$ cat config.mk
export PLATFORM = sky130hd
export DESIGN_NAME = sync_fifo_param
export DESIGN_NICKNAME = d
export VERILOG_FILES = /design/src/rtl/sync_fifo_param.sv
export SDC_FILE = /design/constraint.sdc
export NUM_CORES = 2
export LEC_CHECK = 0
export CAP_MARGIN = 15
export CELL_PAD_IN_SITES_DETAIL_PLACEMENT = 1
export CELL_PAD_IN_SITES_GLOBAL_PLACEMENT = 2
export CORE_MARGIN = 2
export CORE_UTILIZATION = 45
export CTS_BUF_LIST = sky130_fd_sc_hd__clkbuf_4 sky130_fd_sc_hd__clkbuf_8 sky130_fd_sc_hd__clkbuf_16
export CTS_CLUSTER_SIZE = 14
export DETAILED_ROUTE_END_ITERATION = 10
export DONT_BUFFER_PORTS = 1
export PLACE_DENSITY = 0.81
export SYNTH_ARGS = -nofsm -noshare
export SYNTH_HDL_FRONTEND = slang
export SYNTH_SLANG_ARGS = --single-unit
$ cat constraint.sdc
create_clock -name clk -period 3.44 [get_ports clk]
set_input_delay 0.344 -clock clk [delete_from_list [all_inputs] [get_ports clk]]
set_output_delay 0.344 -clock clk [all_outputs]
set_load 0.005 [all_outputs]
$ cat src/rtl/sync_fifo_param.sv
// Parametrised single-clock FIFO with occupancy count, almost-full/empty thresholds,
// synchronous flush and sticky error flags. Define SYNC_FIFO_FWFT_EN for first-word-fall-through.
module sync_fifo_param #(
    parameter int WIDTH    = 32,
    parameter int DEPTH    = 64,
    parameter int AF_LEVEL = DEPTH - 4,
    parameter int AE_LEVEL = 4,
    localparam int CNT_W   = $clog2(DEPTH + 1)
) (
    input  logic             clk,
    input  logic             rst,
    input  logic             flush,
    input  logic             winc,
    input  logic [WIDTH-1:0] wdata,
    output logic             wfull,
    output logic             walmost_full,
    input  logic             rinc,
    output logic [WIDTH-1:0] rdata,
    output logic             rvalid,
    output logic             rempty,
    output logic             ralmost_empty,
    output logic [CNT_W-1:0] count,
    output logic             overflow,
    output logic             underflow
);

    localparam int PTR_W = (DEPTH > 1) ? $clog2(DEPTH) : 1;
    localparam logic [PTR_W-1:0] LAST_PTR = PTR_W'(DEPTH - 1);
    localparam logic [CNT_W-1:0] FULL_CNT = CNT_W'(DEPTH);
    localparam logic [CNT_W-1:0] AF_CNT   = CNT_W'(AF_LEVEL);
    localparam logic [CNT_W-1:0] AE_CNT   = CNT_W'(AE_LEVEL);
    localparam logic [CNT_W-1:0] TWO_CNT  = CNT_W'(2);

    logic [WIDTH-1:0] mem [DEPTH];
    logic [PTR_W-1:0] wptr;
    logic [PTR_W-1:0] rptr;
    logic [CNT_W-1:0] cnt_q;
    logic             ovf_q;
    logic             unf_q;
    logic             wacc;
    logic             racc;
    logic             mem_we;
    logic             mem_re;

    function automatic logic [PTR_W-1:0] ptr_inc(input logic [PTR_W-1:0] p);
        return (p == LAST_PTR) ? '0 : p + PTR_W'(1);
    endfunction

    assign count         = cnt_q;
    assign wfull         = (cnt_q == FULL_CNT);
    assign rempty        = (cnt_q == '0);
    assign walmost_full  = (cnt_q >= AF_CNT);
    assign ralmost_empty = (cnt_q <= AE_CNT);
    assign overflow      = ovf_q;
    assign underflow     = unf_q;

    assign wacc = winc & ~wfull & ~flush;
    assign racc = rinc & ~rempty & ~flush;

`ifdef SYNC_FIFO_FWFT_EN
    // The head word lives in rdata; the array holds only the words behind it.
    // A write bypasses the array when the output register would otherwise be left empty.
    logic mem_has_data;
    logic bypass;

    assign mem_has_data = (cnt_q >= TWO_CNT);
    assign mem_re       = racc & mem_has_data;
    assign bypass       = wacc & (rempty | (racc & ~mem_has_data));
    assign mem_we       = wacc & ~bypass;
    assign rvalid       = ~rempty;
`else
    logic rvalid_q;

    assign mem_re = racc;
    assign mem_we = wacc;
    assign rvalid = rvalid_q;
`endif

    always_ff @(posedge clk) begin
        if (mem_we) begin
            mem[wptr] <= wdata;
        end
    end

    always_ff @(posedge clk) begin
        if (rst) begin
            wptr  <= '0;
            rptr  <= '0;
            cnt_q <= '0;
            ovf_q <= 1'b0;
            unf_q <= 1'b0;
            rdata <= '0;
`ifndef SYNC_FIFO_FWFT_EN
            rvalid_q <= 1'b0;
`endif
        end else if (flush) begin
            wptr  <= '0;
            rptr  <= '0;
            cnt_q <= '0;
            ovf_q <= 1'b0;
            unf_q <= 1'b0;
`ifndef SYNC_FIFO_FWFT_EN
            rvalid_q <= 1'b0;
`endif
        end else begin
            if (mem_we) begin
                wptr <= ptr_inc(wptr);
            end
            if (mem_re) begin
                rptr <= ptr_inc(rptr);
            end
            case ({wacc, racc})
                2'b10:   cnt_q <= cnt_q + CNT_W'(1);
                2'b01:   cnt_q <= cnt_q - CNT_W'(1);
                default: cnt_q <= cnt_q;
            endcase
            if (winc & wfull) begin
                ovf_q <= 1'b1;
            end
            if (rinc & rempty) begin
                unf_q <= 1'b1;
            end
`ifdef SYNC_FIFO_FWFT_EN
            if (mem_re) begin
                rdata <= mem[rptr];
            end else if (bypass) begin
                rdata <= wdata;
            end
`else
            if (racc) begin
                rdata <= mem[rptr];
            end
            rvalid_q <= racc;
`endif
        end
    end

endmodule

# After elaboration in Yosys (flattened, before gate mapping)
# Memories as Yosys holds them, arrays and structs flattened. A register that Yosys moved wholly into a read port is not among the register bits.
# Cells that the tools add are included.
dict set report totals {
  mem_bits_rw 2048
  out_inout_bits 46
  register_bits 22
  input_bits 37
  n_memories 1
}
dict set report classes {
  mux 5
  n_eq_ne 5
  n_reduce_logical 4
  n_bitwise 9
  n_addsub 4
  magnitude_cmp 2
}
# memory depth word_bits rd rd_ports_with_merged_regs write_ports line_no
set mem_list {}
lappend mem_list {mem 64 32 1 1 1 34} ;# logic [WIDTH-1:0] mem [DEPTH];
# operator count
set op_table {}
lappend op_table {{$pmux 7 s2} 1}
lappend op_table {{$add 6x1->6 const B} 2}
lappend op_table {{$eq 6x6->1 const B} 2}
lappend op_table {{$mux 6} 2}
lappend op_table {{$add 7x1->7 const B} 1}
lappend op_table {{$eq 7x7->1 const B} 1}
lappend op_table {{$ge 7x6->1 const B} 1}
lappend op_table {{$le 7x3->1 const B} 1}
lappend op_table {{$logic_not 7->1} 1}
lappend op_table {{$sub 7x1->7 const B} 1}
lappend op_table {{$and 1x1->1} 6}
lappend op_table {{$not 1->1} 3}
lappend op_table {{$eq 2x1->1 const B} 1}
lappend op_table {{$eq 2x2->1 const B} 1}
lappend op_table {{$mux 1} 2}
lappend op_table {{$reduce_and 2->1} 1}
lappend op_table {{$reduce_bool 2->1} 1}
lappend op_table {{$reduce_or 2->1} 1}

# Longest topological paths before layout
dict set report logic_depth {
  depth_word 6
  mapped_depth 11
}

# Least setup slack after synthesis
# No wires, ideal clock.
dict set report synth_timing {
  path_type {reg2reg}
  start {reg cnt_q[0], in the netlist count[0]}
  end {mem mem[59][0] (enable)}
  required_time_ns 3.019
  stages_incl_launch_ff 7
  n_path_buf 0
  setup_ns 0.421
  path_slack_ns 0.146
  arrival_ns 2.873
  path_cell_list {dfxtp_1 nor4_1 a311oi_2 inv_1 nor2_1 nand3_1 nor2_1}
}
dict set report synth_between {
  elab_chain_len 6
}
# element line_no
set synth_rtl {}
lappend synth_rtl {{start: declaration} 37} ;# logic [CNT_W-1:0] cnt_q;
lappend synth_rtl {{start signal: assignment} 113} ;# 2'b10: cnt_q <= cnt_q + CNT_W'(1);
lappend synth_rtl {{start signal: assignment} 114} ;# 2'b01: cnt_q <= cnt_q - CNT_W'(1);
lappend synth_rtl {{start signal: assignment} 115} ;# default: cnt_q <= cnt_q;
lappend synth_rtl {{$eq 7x7->1} 50} ;# assign wfull = (cnt_q == FULL_CNT);
lappend synth_rtl {{$not 1->1} 57} ;# assign wacc = winc & ~wfull & ~flush;
lappend synth_rtl {{$and 1x1->1 (2 in series)} 57}
lappend synth_rtl {{$mux 1} 80} ;# if (mem_we) begin
lappend synth_rtl {{$mux 1 (not written as such)} 81} ;# mem[wptr] <= wdata;
lappend synth_rtl {{end: declaration} 34}
# Every way passes these cells.

# Worst setup path after layout
dict set report layout_timing {
  start {reg cnt_q[2], in the netlist count[2]}
  end {reg cnt_q[4], in the netlist count[4]}
}
dict set report layout_between {
  elab_chain_len 6
  elab_cells_between_ends 14
}
# element line_no
set layout_rtl {}
lappend layout_rtl {{$eq 7x7->1 or $logic_not 7->1 (tied branches)} {50, 51}}
lappend layout_rtl {{$not 1->1 (on tied branches)} {57, 58}}
lappend layout_rtl {{$and 1x1->1 (on tied branches) (2 in series)} {57, 58}}
lappend layout_rtl {{$eq 2x1->1 or $eq 2x2->1 (tied branches)} 112} ;# case ({wacc, racc})
lappend layout_rtl {{$pmux 7 s2 or $reduce_bool 2->1 (tied branches)} -}
# Parallel ways exist; a longest one is shown, timed or not.
# A chain may end at the register's enable or synchronous reset.

==> summary.txt <==
Route
  • Drt total wl: 213 mm
  • Vias per cell: 6.02
  • Remaining antenna violation count after routing: 0
  • Drt wl/cell: 31.3 µm
  • Initial detailed-routing violation count: 4,042
  • # DRC: 0
  • Via count: 41,000
  • Pre-antenna DRT Iters: 5

Yosys
  • Yosys top cell area share: 0.760
  • Synth area leader: edfxtp_1
  • Syn Std Cell Area: 0.0809 mm²
  • Synth Net Count: 4,075
  • Synth warn: 0
  • Top FF cell, synth: edfxtp_1
  • Mux cell area share after synthesis: 0.148
  • Avg Cell Area, Syn: 20.1 µm²
  • Post-synthesis adder-cell area fraction: 0.00148
  • Seq/Total Area, Yosys: 0.773
  • Post-synth ARST share: 0
  • Synth Area in Compound Gates: 0.0346
  • Synth Area in Simple Gates: 0.0275
  • Seq cells post-synth: 2,102
  • Post-Synth XOR/XNOR Area: 0.00108
  • Count of cell types in the netlist: 59
  • Largest family of logic cells by synthesized area: multiplexers
  • EDFF count, synth: 2,048
  • Top cells by area, synth: edfxtp_1 (76%), mux4_2 (8.0%), mux2i_1 (6.4%)
  • Mapped Cells: 4,029

Pwr
  • Leak Pwr: 28.1 nW
  • Peak supply drop: 0.000602 V
  • Power Density: 554 mW/mm²

Clocking
  • Clock Latency Late Sink: 0.86 ns
  • Longest Clk Path Bufs: 3
  • Worst-path clk slew: 0.07 ns
  • H-tree lvl count: 4
  • Clk sinks: 2,102
  • CTS tree: built
  • Num CTS Buffers: 204
  • Root buf cell: clkbuf_16

Setup path
  • Critical Path AT: 3.98 ns
  • CP Buf/Inv Count: 2
  • CP max stage delay: 0.53 ns
  • Crit-path max FO: 8
  • Req. time, crit path: 4.21 ns
  • Crit. End Element: flop
  • Reg2reg path depth: 11
  • Worst path cell trace: nor4_1, a311oi_2, inv_1, ha_1, inv_1, fa_1, nor2b_1, o21a_1, nor3_1, or3_1, a21oi_1
  • Crit Path Class: flop to flop
  • RR Endpoint: count[4]$_SDFFE_PP0P_
  • Critical Path Slowest Stage Cell: nor4_1
  • Kind of cell adding the most delay to the critical path: simple AND/OR/NAND/NOR gates
  • FF-to-FF setup slack: 0.23 ns
  • CP startpoint kind: flop
  • Crit path top cell by count: inv_1
  • Reg2reg start: count[2]$_SDFFE_PP0P_

Placed design
  • Hpwl dp: 123 mm
  • GPL Wtd Cong: 0.793
  • IO Port Bufs: 0

Finish
  • Commonest non-fill, non-tap cell in the layout: edfxtp_1
  • Nets@finish: 4,331
  • Layout area overhead: 16.0%
  • Most frequent cells in the layout: edfxtp_1 (2,048), mux2i_1 (514), mux4_2 (288)
  • Layout cells sized above 1: 0.225
  • Filler cells: 15,600

Flow run
  • Max-cap violations: 0

STA
  • Final setup skew: 0.0394 ns
  • Minimum clock period: 3.21 ns
  • TNS Setup: 0 ns
  • RSZ-0062 raised after global routing: false
  • Worst-Margin Slew: 1.01 ns
  • Max_slew headroom: 0.327
  • Fin crit share: 0.933
  • Final Hold Fails: 0
  • Fmax: 312 MHz
  • Setup violators final: 0
  • Slew Limit Fails: 0
  • Hold slack: 0.189 ns

Floorplan
  • Core Region: 0.179 mm²
  • Ports: 83
  • Die width: 428 µm
  • Die Ht: 428 µm
  • Die Area: 0.183 mm²
  • Initial Util: 0.453
  • Num rows: 155

Global routing
  • Initial antenna violation count: 4
  • Vias in the first global route: 43,800
  • Largest net degree at the start of global routing: 109
  • Total track usage: 0.233
  • First-pass GRT wire length: 311 mm
  • Grt total ovfl: 0

Run status
  • Status: finished clean

Min path
  • Hold Crit Class: input pin to flop
  • Hold endpoint: rdata[1]$_SDFFE_PP0P_
  • Hold path start: rst
  • Worst hold path cell count: 3
state kept, by name, summed over array words and instances, names as in the netlist:
register	flops
count	7
mem	2048
overflow	1
rdata	32
rptr	6
rvalid	1
underflow	1
wptr	6
cell type report:
cell class / instances / area, µm² / share of cell area
tap: 2355 / 2950 / 0.0314
sequential: 2102 / 62600 / 0.667
inverter: 8 / 30.0 / 0.000320
antenna: 5 / 12.5 / 0.000133
clock buffer: 270 / 5780 / 0.0615
clock inverter: 107 / 1100 / 0.0118
multi-input combinational: 1689 / 17800 / 0.189
timing repair buffer: 280 / 3620 / 0.0385
worst register-to-register path, cell delays in order (launching register included):
cell,delay [ns]
dfxtp_1,0.39
nor4_1,0.53
a311oi_2,0.22
inv_1,0.21
ha_1,0.39
inv_1,0.11
fa_1,0.39
nor2b_1,0.20
o21a_1,0.18
nor3_1,0.05
or3_1,0.34
a21oi_1,0.14
worst max-delay path by stage:
stage | startpoint | end | slack (ns) | cells after the start
floorplan | count[0]$_SDFFE_PP0P_ | mem[59][0]$_DFFE_PP_ | 0.15 | 6
global placement | count[2]$_SDFFE_PP0P_ | count[4]$_SDFFE_PP0P_ | 0.28 | 11
detailed placement | count[2]$_SDFFE_PP0P_ | count[4]$_SDFFE_PP0P_ | 0.31 | 11
CTS | count[2]$_SDFFE_PP0P_ | count[4]$_SDFFE_PP0P_ | 0.28 | 11
global route | count[2]$_SDFFE_PP0P_ | count[6]$_SDFFE_PP0P_ | 0.03 | 11
finish | count[2]$_SDFFE_PP0P_ | count[4]$_SDFFE_PP0P_ | 0.23 | 11
routing by layer:
metal | GRT usage | routed length, µm | vias up
met5 | 0 | 13 | -
met4 | 0.0835 | 7600 | 2
met3 | 0.0345 | 13100 | 345
met2 | 0.394 | 108000 | 1576
met1 | 0.307 | 84700 | 22000
li1 | - | - | 17100
through the flow:
stage	utilization	setup WS, ns	power (mW)	std cells	instance area (µm²)
floorplan	-	0.146	28.9	4029	80900
global placement	0.480	0.275	29.0	6363	85700
detailed placement	0.480	0.307	29.0	6363	85700
CTS	0.525	0.283	52.3	6811	93800
global route	0.525	0.0279	53.2	6812	93800
finish	0.525	0.230	51.9	6816	93800
synthesized netlist by cell type, types with 34 or more instances:
master	n
a21oi_1	74
a22oi_1	64
buf_2	95
clkbuf_1	99
dfxtp_1	54
edfxtp_1	2048
mux2i_1	514
mux4_2	288
nand2_1	116
nand3_1	69
nor2_1	124
nor2b_1	37
nor3_1	36
o211ai_1	34
o22ai_1	96
repair_timing:
action | 4_1_cts | 5_1_grt
hold endpoints to repair | 2064 | 0
resized for setup | 0 | 0
setup buffers | 0 | 0
endpoints found under the setup margin | 0 | 0
hold buffers | 71 | 0
cell families after synthesis:
logic type      after synthesis
buf+inv                     238
xor+xnor                     10
flops                      2102
compound gates              384
simple gates                452
fa+ha+maj                     9
mux                         834
power breakdown:
part           leakage [nW]  internal (mW)  switching (mW)  total, mW
Clock                  3.45           13.2            9.65       22.9
Combinational          5.76          0.265           0.674      0.939
Sequential             18.9           28.1          0.0249       28.1
(Power assumes the default switching activity.)
